==> src/rtl/apb_master_mc.sv <==
// ---------------------------------------------------------------------------
// apb_master_mc
//
// Multi-slave APB4 master. It takes one transfer at a time from a valid/ready
// command port and picks the target slave from the top SEL_W address bits.
// It then runs the APB SETUP/ACCESS sequence on a one-hot PSEL bus. The
// result goes back on a valid/ready response port: read data, slave error,
// address-decode error or wait-state timeout.
//
// Ports
//   clk, rst        rising-edge clock, synchronous active-high reset
//   cmd_*           command port (valid/ready), address, direction, data, strobes
//   rsp_*           response port (valid/ready), read data, error, timeout flag
//   psel, penable,
//   pwrite, paddr,
//   pwdata, pstrb   APB request outputs (psel one-hot over NUM_SLV slaves)
//   pready,
//   pslverr, prdata per-slave APB inputs; slave i read data is at
//                   prdata[i*DATA_W +: DATA_W]
// ---------------------------------------------------------------------------
module apb_master_mc #(
    parameter int ADDR_W  = 32,
    parameter int DATA_W  = 32,
    parameter int NUM_SLV = 3,
    parameter int SEL_W   = 2,
    parameter int TIMEOUT = 16
) (
    input  logic                      clk,
    input  logic                      rst,

    input  logic                      cmd_valid,
    output logic                      cmd_ready,
    input  logic [ADDR_W-1:0]         cmd_addr,
    input  logic                      cmd_write,
    input  logic [DATA_W-1:0]         cmd_wdata,
    input  logic [DATA_W/8-1:0]       cmd_strb,

    output logic                      rsp_valid,
    input  logic                      rsp_ready,
    output logic [DATA_W-1:0]         rsp_rdata,
    output logic                      rsp_err,
    output logic                      rsp_timeout,

    output logic [NUM_SLV-1:0]        psel,
    output logic                      penable,
    output logic                      pwrite,
    output logic [ADDR_W-1:0]         paddr,
    output logic [DATA_W-1:0]         pwdata,
    output logic [DATA_W/8-1:0]       pstrb,
    input  logic [NUM_SLV-1:0]        pready,
    input  logic [NUM_SLV-1:0]        pslverr,
    input  logic [NUM_SLV*DATA_W-1:0] prdata
);

    localparam int STRB_W = DATA_W / 8;
    // The counter only has to reach TIMEOUT-1. A disabled timeout still gets
    // a 1-bit counter so the declarations stay legal.
    localparam int CNT_W  = (TIMEOUT > 0) ? $clog2(TIMEOUT + 1) : 1;
    localparam logic [CNT_W-1:0] CNT_LAST = CNT_W'((TIMEOUT > 0) ? TIMEOUT - 1 : 0);

    typedef enum logic [1:0] {
        IDLE   = 2'd0,
        SETUP  = 2'd1,
        ACCESS = 2'd2,
        RESP   = 2'd3
    } state_t;

    state_t              state;
    state_t              next_state;

    logic [ADDR_W-1:0]   addr_q;
    logic                write_q;
    logic [DATA_W-1:0]   wdata_q;
    logic [STRB_W-1:0]   strb_q;
    logic [SEL_W-1:0]    idx_q;
    logic [CNT_W-1:0]    wait_cnt;

    logic [DATA_W-1:0]   rdata_q;
    logic                err_q;
    logic                timeout_q;

    logic [SEL_W-1:0]    cmd_idx;
    logic                cmd_idx_ok;
    logic                sel_pready;
    logic                sel_pslverr;
    logic [DATA_W-1:0]   sel_prdata;
    logic                timeout_hit;

    // Decode the target slave from the address MSBs of the incoming command.
    // An index with no slave behind it becomes a decode error.
    assign cmd_idx    = cmd_addr[ADDR_W-1 -: SEL_W];
    assign cmd_idx_ok = (32'(cmd_idx) < 32'(NUM_SLV));

    // Pick out only the addressed slave's handshake, error and data. The
    // other slaves may drive anything and it never reaches the FSM.
    always_comb begin
        sel_pready  = 1'b0;
        sel_pslverr = 1'b0;
        sel_prdata  = '0;
        for (int i = 0; i < NUM_SLV; i++) begin
            if (idx_q == SEL_W'(i)) begin
                sel_pready  = pready[i];
                sel_pslverr = pslverr[i];
                sel_prdata  = prdata[i*DATA_W +: DATA_W];
            end
        end
    end

    // A timeout fires on the TIMEOUT-th ACCESS cycle if the slave is still
    // not ready. If pready arrives on that same cycle, pready takes priority.
    assign timeout_hit = (TIMEOUT != 0) && !sel_pready && (wait_cnt == CNT_LAST);

    // State register. Reset is synchronous and drops any transfer in flight,
    // including a response that has not been consumed yet.
    always_ff @(posedge clk) begin
        if (rst) begin
            state <= IDLE;
        end else begin
            state <= next_state;
        end
    end

    // Next-state logic. This covers one command from acceptance to response
    // handshake. No second command is buffered.
    always_comb begin
        next_state = state;
        case (state)
            IDLE: begin
                if (cmd_valid) begin
                    next_state = cmd_idx_ok ? SETUP : RESP;
                end
            end
            SETUP: begin
                next_state = ACCESS;
            end
            ACCESS: begin
                if (sel_pready || timeout_hit) begin
                    next_state = RESP;
                end
            end
            RESP: begin
                if (rsp_ready) begin
                    next_state = IDLE;
                end
            end
            default: begin
                next_state = IDLE;
            end
        endcase
    end

    // Datapath registers. The command is latched on acceptance, and the wait
    // counter clears at that point, which is the entry to SETUP. The response
    // fields are written once: on decode error, on slave completion or on
    // timeout. They then stay unchanged for as long as RESP lasts.
    always_ff @(posedge clk) begin
        if (rst) begin
            addr_q    <= '0;
            write_q   <= 1'b0;
            wdata_q   <= '0;
            strb_q    <= '0;
            idx_q     <= '0;
            wait_cnt  <= '0;
            rdata_q   <= '0;
            err_q     <= 1'b0;
            timeout_q <= 1'b0;
        end else begin
            case (state)
                IDLE: begin
                    if (cmd_valid) begin
                        addr_q    <= cmd_addr;
                        write_q   <= cmd_write;
                        wdata_q   <= cmd_wdata;
                        strb_q    <= cmd_write ? cmd_strb : '0;
                        idx_q     <= cmd_idx;
                        wait_cnt  <= '0;
                        rdata_q   <= '0;
                        err_q     <= !cmd_idx_ok;
                        timeout_q <= 1'b0;
                    end
                end
                ACCESS: begin
                    if (sel_pready) begin
                        err_q     <= sel_pslverr;
                        timeout_q <= 1'b0;
                        rdata_q   <= (!write_q && !sel_pslverr) ? sel_prdata : '0;
                    end else if (timeout_hit) begin
                        err_q     <= 1'b1;
                        timeout_q <= 1'b1;
                        rdata_q   <= '0;
                    end else begin
                        wait_cnt  <= wait_cnt + CNT_W'(1);
                    end
                end
                default: begin
                end
            endcase
        end
    end

    // Output decode. The APB request is driven only in SETUP and ACCESS and
    // is all zeros elsewhere. The response fields are only visible while
    // rsp_valid is high.
    always_comb begin
        cmd_ready   = 1'b0;
        rsp_valid   = 1'b0;
        rsp_rdata   = '0;
        rsp_err     = 1'b0;
        rsp_timeout = 1'b0;
        psel        = '0;
        penable     = 1'b0;
        pwrite      = 1'b0;
        paddr       = '0;
        pwdata      = '0;
        pstrb       = '0;
        case (state)
            IDLE: begin
                cmd_ready = 1'b1;
            end
            SETUP, ACCESS: begin
                for (int i = 0; i < NUM_SLV; i++) begin
                    psel[i] = (idx_q == SEL_W'(i));
                end
                penable = (state == ACCESS);
                pwrite  = write_q;
                paddr   = addr_q;
                pwdata  = wdata_q;
                pstrb   = strb_q;
            end
            RESP: begin
                rsp_valid   = 1'b1;
                rsp_rdata   = rdata_q;
                rsp_err     = err_q;
                rsp_timeout = timeout_q;
            end
            default: begin
            end
        endcase
    end

endmodule

==> config.mk <==
export PLATFORM = sky130hd
export DESIGN_NAME = apb_master_mc
export DESIGN_NICKNAME = d
export VERILOG_FILES = /design/src/rtl/apb_master_mc.sv
export SDC_FILE = /design/constraint.sdc
export NUM_CORES = 1
export LEC_CHECK = 0
export CAP_MARGIN = 20
export CORE_MARGIN = 2
export CORE_UTILIZATION = 43
export DETAILED_ROUTE_END_ITERATION = 16
export PLACE_DENSITY = 0.92
export SYNTH_ARGS = -nofsm -noshare
export SYNTH_HDL_FRONTEND = slang
export SYNTH_SLANG_ARGS = --single-unit
==> constraint.sdc <==
create_clock -name clk -period 5.4 [get_ports clk]
set_input_delay 0.54 -clock clk [delete_from_list [all_inputs] [get_ports clk]]
set_output_delay 0.54 -clock clk [all_outputs]
set_load 0.03 [all_outputs]
==> key figures <==
CTS
  • Clock tree buffer depth: 2
  • Latest clock arrival within the worst-skew pair: approximately 0.34 ns
  • CTS root buf: clkbuf_16
  • # Post-CTS Setup Buffers: 0
  • CTS Buf Count: 9
  • Post-CTS Hold Buffers: 0
  • Clk sinks: between 100 and 150
  • TritonCTS clock tree: built
  • Clk slew on worst S/H paths: about 0.070 ns
  • H-tree levels: 3
  • CTS resizes: 0

Synth
  • Leading area contributor after synthesis: dfxtp_1
  • Largest cells by area after synthesis: dfxtp_1, and2_1, nand2_1, a21oi_1, mux2i_1
  • Synth async-reset ratio: 0
  • Most used DFF post-synth: dfxtp_1
  • Post-synthesis cell count: between 600 and 700
  • Yosys warnings: 0
  • Net Count, Synth: between 800 and 900
  • Cell area after synthesis: 5360 um2
  • Post-synth EDFFs: 0
  • Syn Area/Cell: 7.91 um2
  • Synth Register Bits: between 100 and 150
  • Share of the synthesized area in the top cell type: 0.411
  • Seq/Total Area, Yosys: 0.411
  • Cell variety after synth: 39

Timing
  • Layout Skew: approximately 0.0072 ns
  • Final period util: 0.623
  • Max Transition Viols Final: 0
  • Hold violation total from the final report: 0
  • WHS: ~0.45 ns
  • Min Tclk post-route: ~3.4 ns
  • Worst-Margin Slew: around 0.96 ns
  • Setup TNS Final: 0 ns
  • RSZ-0062 raised after global routing: false
  • Setup violators final: 0
  • Final worst slack: 2.03 ns
  • Headroom to the max-slew limit: 0.357
  • Fmax: 297 MHz

Run
  • Max-cap violations: 0

Floorplanning
  • Initial cell density of the core: 0.443
  • Die height: roughly 120 um
  • Row count: 40
  • Die Footprint: roughly 13000 um2
  • Chip width: 116 um
  • I/O pin total: 284
  • Core Region: around 12000 um2

Finish
  • Cell Count, Final, Fillers Out: ~1100
  • Antenna Cells: 0
  • Post-layout nets: ~1100
  • Most frequent cells in the layout: clkdlybuf4s50_1, nand2_1, dfxtp_1, and2_1, a21oi_1
  • Layout cells sized above 1: 0.0398
  • Layout Utilization: 0.706
  • Area delta synth->final: 59.3%
  • Fillcell total: between 900 and 1000
  • Post-Layout Inst Area: 8550 um2
  • Most common cell after layout, fill and taps aside: clkdlybuf4s50_1

Place
  • Placed Cells: approximately 1100
  • Post-DP HPWL: 12.6 mm
  • GPL Wtd Cong: between 0.8 and 0.9
  • DP Area: roughly 8000 um2
  • Buffers added on ports: 283
  • Post-Place Worst Slack: roughly 2.4 ns

Global routing
  • Remaining Overflow, GRT: 0
  • Antenna violations before repair: 1
  • Largest net degree at the start of global routing: around 80
  • Vias in the first global route: between 5000 and 6000
  • First-pass GRT wire length: around 27 mm
  • GRT Util Overall: 0.254

Route
  • Initial DRC Count: 291
  • Remaining DRCs: 0
  • Drt wl/cell: between 15 and 20 um
  • Routed via count: 5574
  • DRT Pass-1 Iters: 6
  • Routed Antenna Nets: 0
  • Vias per cell: about 5.1
  • Routed Wire Length: about 18 mm

Worst hold path
  • Hold Path Class: flop to flop

Critical path
  • CP startpoint kind: flop
  • Arr. time, crit path: approximately 2.8 ns
  • Critical path required time: around 5 ns
  • CP Capture Type: output port
  • Critical path class: flop to output port
  • Critical path peak fanout: 72

Power and ir drop
  • Lkg Pwr: ~3.1 nW
  • Total Power: approximately 3 mW
  • Maximum vdd drop: between 200 and 300 uV
  • Cell area power density: 344 nW/um2

Outcome
  • Outcome: complete, no violations
==> worst max-delay path, cell delays in order, from the launching register on <==
cell and delay, ns:
dfxtp_1 0.38, inv_1 0.08, ha_2 0.98, and2_1 0.24, and2_1 0.12, clkdlybuf4s50_1 0.66
==> cell type report <==
type                       instances  area, um2  area share
inverter                           8       30.0     0.00351
clock inverter                     6       68.8     0.00805
sequential                       110       2200       0.258
timing repair buffer             292       2910       0.340
tap                              168        210      0.0246
clock buffer                      10        239      0.0280
multi-input combinational        504       2890       0.338
==> power breakdown <==
group | internal, mW | switching [mW]
clock network | 0.376 | 0.306
registers | 0.918 | 0.0589
logic | 0.503 | 0.778
total | 1.80 | 1.14
==> registers in the layout (all words and copies together) (netlist names) <==
name       cells
addr_q        32
err_q          1
wdata_q       32
rdata_q       32
strb_q         4
wait_cnt       5
timeout_q      1
write_q        1
state          2
==> logic make-up after synthesis <==
kind of cell    Yosys count  share of synthesized area
buf+inv                  64                     0.0525
fa+ha+maj                 6                     0.0140
flops                   110                      0.411
mux                      37                     0.0711
simple gates            304                      0.274
compound gates          157                      0.178
==> synth_stat cells, types with 2 or more instances <==
cell type and count:
nand2_1 172, dfxtp_1 110, and2_1 105, a21oi_1 76, clkbuf_1 35, a22o_1 34, o21ai_0 34, mux2i_1 33
buf_2 9, buf_1 8, inv_1 8, ha_1 6, nor2_1 6, nand3_1 5, buf_6 4, nor2b_1 3
nor3_1 3, a221o_1 2, a31oi_1 2, mux2_2 2, nor3b_1 2, o211ai_1 2
==> worst paths after layout <==
path	end	slack (ns)	cells past startpoint	start
max reg2reg	rdata_q[14]	2.91	6	addr_q[31]
min reg2reg	strb_q[0]	0.45	2	strb_q[0]
max	psel[2]	2.03	5	state[1]
min	strb_q[0]	0.45	2	strb_q[0]
==> layer usage <==
metal,GRT usage,vias to the layer above,share of wire
li1,-,2746,-
met1,0.290,2550,0.38
met5,0,-,0.00073
met2,0.435,244,0.48
met4,0.0976,2,0.025
met3,0.0931,32,0.11
(Power assumes the default switching activity.)
